File: src/rtl/stack_frame_reader_if.sv
// Bundles the SuperStack read-side request/response signals and the outbound word stream.
interface stack_frame_reader_if #(
  parameter int unsigned WIDTH = 8,
  parameter int unsigned DEPTH = 7
);
  logic [2:0]       stack_op;
  logic [DEPTH:0]   stack_offset;
  logic [DEPTH:0]   stack_lower_limit;
  logic [DEPTH:0]   stack_upper_limit;
  logic [WIDTH-1:0] stack_out;
  logic [2:0]       stack_status;
  logic [WIDTH-1:0] m_data;
  logic             m_valid;
  logic             m_ready;
  logic             m_last;

  modport master (
    output stack_op, stack_offset, stack_lower_limit, stack_upper_limit,
    output m_data, m_valid, m_last,
    input  stack_out, stack_status, m_ready
  );

  modport slave (
    input  stack_op, stack_offset, stack_lower_limit, stack_upper_limit,
    input  m_data, m_valid, m_last,
    output stack_out, stack_status, m_ready
  );
endinterface

File: src/rtl/stack_frame_reader.sv
// Walks a SuperStack frame [lower, upper) with UNDERFLOW_GET and streams each word, lowest first.
module stack_frame_reader #(
  parameter int unsigned WIDTH             = 8,
  parameter int unsigned DEPTH             = 7,
  parameter logic [2:0]  OP_NONE           = 3'd0,
  parameter logic [2:0]  OP_UNDERFLOW_GET  = 3'd6,
  parameter logic [2:0]  STATUS_BAD_OFFSET = 3'd5
) (
  input  logic                 clk,
  input  logic                 reset,
  input  logic                 start,
  input  logic [DEPTH:0]       frame_lower,
  input  logic [DEPTH:0]       frame_upper,
  output logic                 busy,
  output logic                 done,
  output logic                 error,
  stack_frame_reader_if.master bus
);

  typedef enum logic [2:0] {
    S_IDLE,
    S_ISSUE,
    S_WAIT,
    S_HOLD,
    S_DONE
  } state_t;

  localparam logic [DEPTH:0] ONE = {{DEPTH{1'b0}}, 1'b1};

  state_t           state_q, state_d;
  logic [DEPTH:0]   lower_q, lower_d;
  logic [DEPTH:0]   upper_q, upper_d;
  logic [DEPTH:0]   count_q, count_d;
  logic [DEPTH:0]   k_q, k_d;
  logic [WIDTH-1:0] data_q, data_d;
  logic             last_q, last_d;
  logic             err_q, err_d;

  always_ff @(posedge clk) begin
    if (!reset) begin
      state_q <= S_IDLE;
      lower_q <= '0;
      upper_q <= '0;
      count_q <= '0;
      k_q     <= '0;
      data_q  <= '0;
      last_q  <= 1'b0;
      err_q   <= 1'b0;
    end else begin
      state_q <= state_d;
      lower_q <= lower_d;
      upper_q <= upper_d;
      count_q <= count_d;
      k_q     <= k_d;
      data_q  <= data_d;
      last_q  <= last_d;
      err_q   <= err_d;
    end
  end

  always_comb begin
    state_d = state_q;
    lower_d = lower_q;
    upper_d = upper_q;
    count_d = count_q;
    k_d     = k_q;
    data_d  = data_q;
    last_d  = last_q;
    err_d   = err_q;
    unique case (state_q)
      S_IDLE: begin
        if (start) begin
          lower_d = frame_lower;
          upper_d = frame_upper;
          count_d = frame_upper - frame_lower;
          k_d     = '0;
          err_d   = 1'b0;
          // Empty or inverted frames finish at once without touching the stack.
          state_d = (frame_upper <= frame_lower) ? S_DONE : S_ISSUE;
        end
      end
      S_ISSUE: state_d = S_WAIT;
      S_WAIT: begin
        // SuperStack registers its result, so it is only valid in the cycle after the request.
        if (bus.stack_status == STATUS_BAD_OFFSET) begin
          err_d   = 1'b1;
          state_d = S_DONE;
        end else begin
          data_d  = bus.stack_out;
          last_d  = (k_q == (count_q - ONE));
          state_d = S_HOLD;
        end
      end
      S_HOLD: begin
        if (bus.m_ready) begin
          if (last_q) begin
            state_d = S_DONE;
          end else begin
            k_d     = k_q + ONE;
            state_d = S_ISSUE;
          end
        end
      end
      S_DONE:  state_d = S_IDLE;
      default: state_d = S_IDLE;
    endcase
  end

  assign bus.stack_op          = (state_q == S_ISSUE) ? OP_UNDERFLOW_GET : OP_NONE;
  assign bus.stack_offset      = (state_q == S_ISSUE) ? k_q : '0;
  assign bus.stack_lower_limit = lower_q;
  assign bus.stack_upper_limit = upper_q;
  assign bus.m_data            = data_q;
  assign bus.m_valid           = (state_q == S_HOLD);
  assign bus.m_last            = (state_q == S_HOLD) && last_q;

  assign busy  = (state_q != S_IDLE);
  assign done  = (state_q == S_DONE);
  assign error = (state_q == S_DONE) && err_q;

endmodule
File: src/flat_wrapper.sv
// flat-port wrapper written by rule: the top's interface ports become plain ports
module stack_frame_reader_flat 
#(
  parameter int unsigned WIDTH             = 8,
  parameter int unsigned DEPTH             = 7,
  parameter logic [2:0]  OP_NONE           = 3'd0,
  parameter logic [2:0]  OP_UNDERFLOW_GET  = 3'd6,
  parameter logic [2:0]  STATUS_BAD_OFFSET = 3'd5
)
  (clk, reset, start, frame_lower, frame_upper, busy, done, error, bus_stack_op, bus_stack_offset, bus_stack_lower_limit, bus_stack_upper_limit, bus_m_data, bus_m_valid, bus_m_last, bus_stack_out, bus_stack_status, bus_m_ready);
  stack_frame_reader_if #(.WIDTH(WIDTH), .DEPTH(DEPTH)) bus_i ();
  input  logic clk;
  input  logic reset;
  input  logic start;
  input  logic [DEPTH:0] frame_lower;
  input  logic [DEPTH:0] frame_upper;
  output logic busy;
  output logic done;
  output logic error;
  output wire logic [$bits(bus_i.stack_op)-1:0] bus_stack_op;
  output wire logic [$bits(bus_i.stack_offset)-1:0] bus_stack_offset;
  output wire logic [$bits(bus_i.stack_lower_limit)-1:0] bus_stack_lower_limit;
  output wire logic [$bits(bus_i.stack_upper_limit)-1:0] bus_stack_upper_limit;
  output wire logic [$bits(bus_i.m_data)-1:0] bus_m_data;
  output wire logic [$bits(bus_i.m_valid)-1:0] bus_m_valid;
  output wire logic [$bits(bus_i.m_last)-1:0] bus_m_last;
  input wire logic [$bits(bus_i.stack_out)-1:0] bus_stack_out;
  input wire logic [$bits(bus_i.stack_status)-1:0] bus_stack_status;
  input wire logic [$bits(bus_i.m_ready)-1:0] bus_m_ready;
  assign bus_stack_op = bus_i.stack_op;
  assign bus_stack_offset = bus_i.stack_offset;
  assign bus_stack_lower_limit = bus_i.stack_lower_limit;
  assign bus_stack_upper_limit = bus_i.stack_upper_limit;
  assign bus_m_data = bus_i.m_data;
  assign bus_m_valid = bus_i.m_valid;
  assign bus_m_last = bus_i.m_last;
  assign bus_i.stack_out = bus_stack_out;
  assign bus_i.stack_status = bus_stack_status;
  assign bus_i.m_ready = bus_m_ready;
  stack_frame_reader #(.WIDTH(WIDTH), .DEPTH(DEPTH), .OP_NONE(OP_NONE), .OP_UNDERFLOW_GET(OP_UNDERFLOW_GET), .STATUS_BAD_OFFSET(STATUS_BAD_OFFSET)) u_core (.clk(clk), .reset(reset), .start(start), .frame_lower(frame_lower), .frame_upper(frame_upper), .busy(busy), .done(done), .error(error), .bus(bus_i));
endmodule
File: config.mk
export PLATFORM = sky130hd
export DESIGN_NAME = stack_frame_reader_flat
export DESIGN_NICKNAME = d
export VERILOG_FILES = /design/src/rtl/stack_frame_reader_if.sv /design/src/rtl/stack_frame_reader.sv /design/src/flat_wrapper.sv
export SDC_FILE = /design/constraint.sdc
export NUM_CORES = 1
export LEC_CHECK = 0
export BUFFER_PORTS_ARGS = -buffer_cell sky130_fd_sc_hd__buf_2
export CAP_MARGIN = 0
export CORE_MARGIN = 2
export CORE_UTILIZATION = 55
export CTS_CLUSTER_DIAMETER = 150
export DETAILED_ROUTE_END_ITERATION = 8
export GPL_ROUTABILITY_DRIVEN = 0
export PLACE_DENSITY = 0.83
export REMOVE_ABC_BUFFERS = 1
export SLEW_MARGIN = 15
export SYNTH_ARGS = -nofsm -noshare
export SYNTH_HDL_FRONTEND = slang
export SYNTH_SLANG_ARGS = --single-unit
File: constraint.sdc
create_clock -name clk -period 3.5 [get_ports clk]
set_input_delay 0.35 -clock clk [delete_from_list [all_inputs] [get_ports clk]]
set_output_delay 0.35 -clock clk [all_outputs]
set_load 0.05 [all_outputs]
==> qor.yml <==
run_status:
  status: "finished clean"
sta:
  max_freq_mhz: 470
  drv_slew: 0
  hold-worst-slack_ps: 277
  fin_crit_sh_pct: 60.8
  rsz0062_at_grt: "false"
  slew_headroom_pct: 36.3
  setup_ws_ps: 1370
  tightest_slew_ps: 953
  finalSetupTns_ps: 0
  hold_viol_final: 0
  setup_viol: 0
  period_needed_ps: 2130
  skew_ps: 12.4
finish:
  final_cell_mix: "buf_2 (69), nand2_1 (67), dfxtp_1 (45), nor2_1 (17)"
  insertedDiodeCount: 0
  fill_cells: 405
  final_core_util_pct: 65.7
  drive_gt1_share_pct: 21.8
  fin_nets: 426
  area_growth_pct: 16.8
  final_common_cell: "buf_2"
  fin_cells: 439
drt:
  drc: 0
  wl_per_cell_um: 12.4
  first_pass_iters: 5
  dr_total_vias: 2439
  route.detailed.vias_per_inst: 5.56
  drtIter0Drc: 112
  routed.top_layer: "met4"
  dr_wl_met2_um: 2640
  wl_met3_um: 259
  postRouteAntennaNets: 0
  met1_length_um: 2480
  postRouteWirelength_um: 5430
synthesis:
  synth_xor_area_share_pct: 5.35
  netlist_area_mm2: 0.00262
  async_flop_share_pct: 0
  synth.largest_area_cell: "dfxtp_1"
  yosys_warnings: 0
  synth_edf_count: 0
  synth.top_cells.by_area: "dfxtp_1 (34%), nand2_1 (9.6%), ha_1 (4.8%), a21boi_1 (4.3%), a21boi_0 (3.4%)"
  syn_inst: 326
  synth-seq-area-share_pct: 34.4
  synth.top_cell.area_share_pct: 34.4
  synth_top_family_by_area: "simple AND/OR/NAND/NOR gates"
  yosys.area_share.simple_pct: 28.3
  synth_compound_area_share_pct: 19.4
  synth_ff_type: "dfxtp_1"
  synthMuxAreaShare_pct: 1.15
  synth_cell_types: 52
  synth_fa_ha_area_share_pct: 5.54
  syn_avg_cell_area_um2: 8.04
  synth_seq_cells: 45
clock_network:
  cts-root-buf: "clkbuf_8"
  cts.sinks: 45
  cts_tree: "yes"
  cts_inserted_buffers: 5
  cts_buffer_depth: 2
  cts_setup_buffers: 0
  cts_resized: 0
  clk-insertion-delay-late_ps: 310
  cts_hold_buf: 0
  path_clk_slew_ps: 90
  clock_tree.htree_level_count: 2
worst_setup_path:
  crit_fanout: 13
  end_kind: "output port"
  worst_ep_required_time_ps: 3150
  cp-start-kind: "flip-flop"
  criticalPathCategory: "reg -> out"
  crit_arrival_ps: 1780
floorplan:
  die-area_mm2: 0.00533
  fp.dieW_um: 73.0
  core_area_mm2: 0.00466
  rows: 25
  die_h_um: 73.0
  start_util_pct: 56.2
  ios: 71
power_and_ir_drop:
  ir_worst_vdd_mv: 0.303
  powerDensity_mw_per_mm2: 458
  p_leak_nw: 1.43
place:
  dp_hpwl_um: 4070
  io_buffer_count: 69
  numPlacedInstances: 431
  pre_cts_ws_ps: 1450
global_route:
  grt_max_degree: 30
  grt_first_pass_wirelength_um: 8830
  grt_pass1_vias: 2056
  grt.total_usage_pct: 21.0
  antenna_found_initial: 0
  overflow: 0
flow_run:
  drv_cap: 0
min_path:
  hold_path_class: "in -> reg"
==> path summary, 6_finish.rpt <==
| kind | endpoint | slack [ps] | cells past startpoint | startpoint |
|---|---|---|---|---|
| max | bus_stack_offset[4] | 1370 | 3 | u_core.state_q[0] |
| min | u_core.bus.stack_lower_limit[3] | 280 | 3 | frame_lower[3] |
| max reg2reg | u_core.k_q[3] | 1410 | 4 | u_core.state_q[1] |
| min reg2reg | u_core.bus.stack_lower_limit[1] | 450 | 2 | u_core.bus.stack_lower_limit[1] |
==> metrics by stage <==
step / instance area, µm² / power [W]
2_1_floorplan: 2530 / 0.000908
3_3_place_gp: 2950 / 0.00100
3_5_place_dp: 2950 / 0.00101
4_1_cts: 3060 / 0.00141
5_1_grt: 3060 / 0.00147
6_report: 3060 / 0.00140
==> report_power, final <==
| part | internal [W] | switching, W | total [W] |
|---|---|---|---|
| combinational | 0.000142 | 0.000266 | 0.000408 |
| sequential | 0.000551 | 0.0000430 | 0.000594 |
| clock | 0.000215 | 0.000186 | 0.000400 |
| total | 0.000907 | 0.000495 | 0.00140 |
==> synthesized netlist by cell type (9+ instances only) <==
library cell,count
a21boi_0,12
ha_1,10
nor2_1,17
nand3_1,9
nand2_1,67
and2_1,13
dfxtp_1,45
a21boi_1,15
inv_1,15
==> kinds of logic (layout without fill, tap and decap cells) <==
group                    count (synthesis)  after routing
other                                    1              1
buffers and inverters                   35             94
XOR/XNOR                                16             16
adder cells (fa/ha/maj)                 11             11
AND/OR/NAND/NOR                        147            147
flip-flops                              45             45
multiplexers                             3              3
AO/OA/AOI/OAI                           68             68
==> sequential cells by signal, indices dropped and copies added, names as in the netlist <==
| register | cells |
|---|---|
| u_core.bus.stack_lower_limit | 8 |
| u_core.bus.m_data | 8 |
| u_core.k_q | 8 |
| u_core.state_q | 3 |
| u_core.last_q | 1 |
| u_core.err_q | 1 |
| u_core.count_q | 8 |
| u_core.bus.stack_upper_limit | 8 |
==> critical path, stage by stage (launching register included) <==
cell	delay [ps]
dfxtp_1	580
nor3b_2	440
and2_1	190
buf_2	250
==> cell type report <==
cell class,instances,area [µm²],area share (%)
multi-input cells,246,1570,51.2
flip-flops and latches,45,901,29.4
repair buffers,70,353,11.5
inverters,16,60.1,1.96
clock buffers,6,72.6,2.37
well taps,54,67.6,2.21
clock inverters,2,38.8,1.27
==> layer usage <==
metal | vias to the layer above | global-route usage [%]
li1 | 1227 | -
met1 | 1127 | 25.6
met2 | 78 | 36.7
met3 | 7 | 4.14
met4 | 0 | 7.00
met5 | - | 0
No activity file was read; power rests on OpenSTA's default activity.
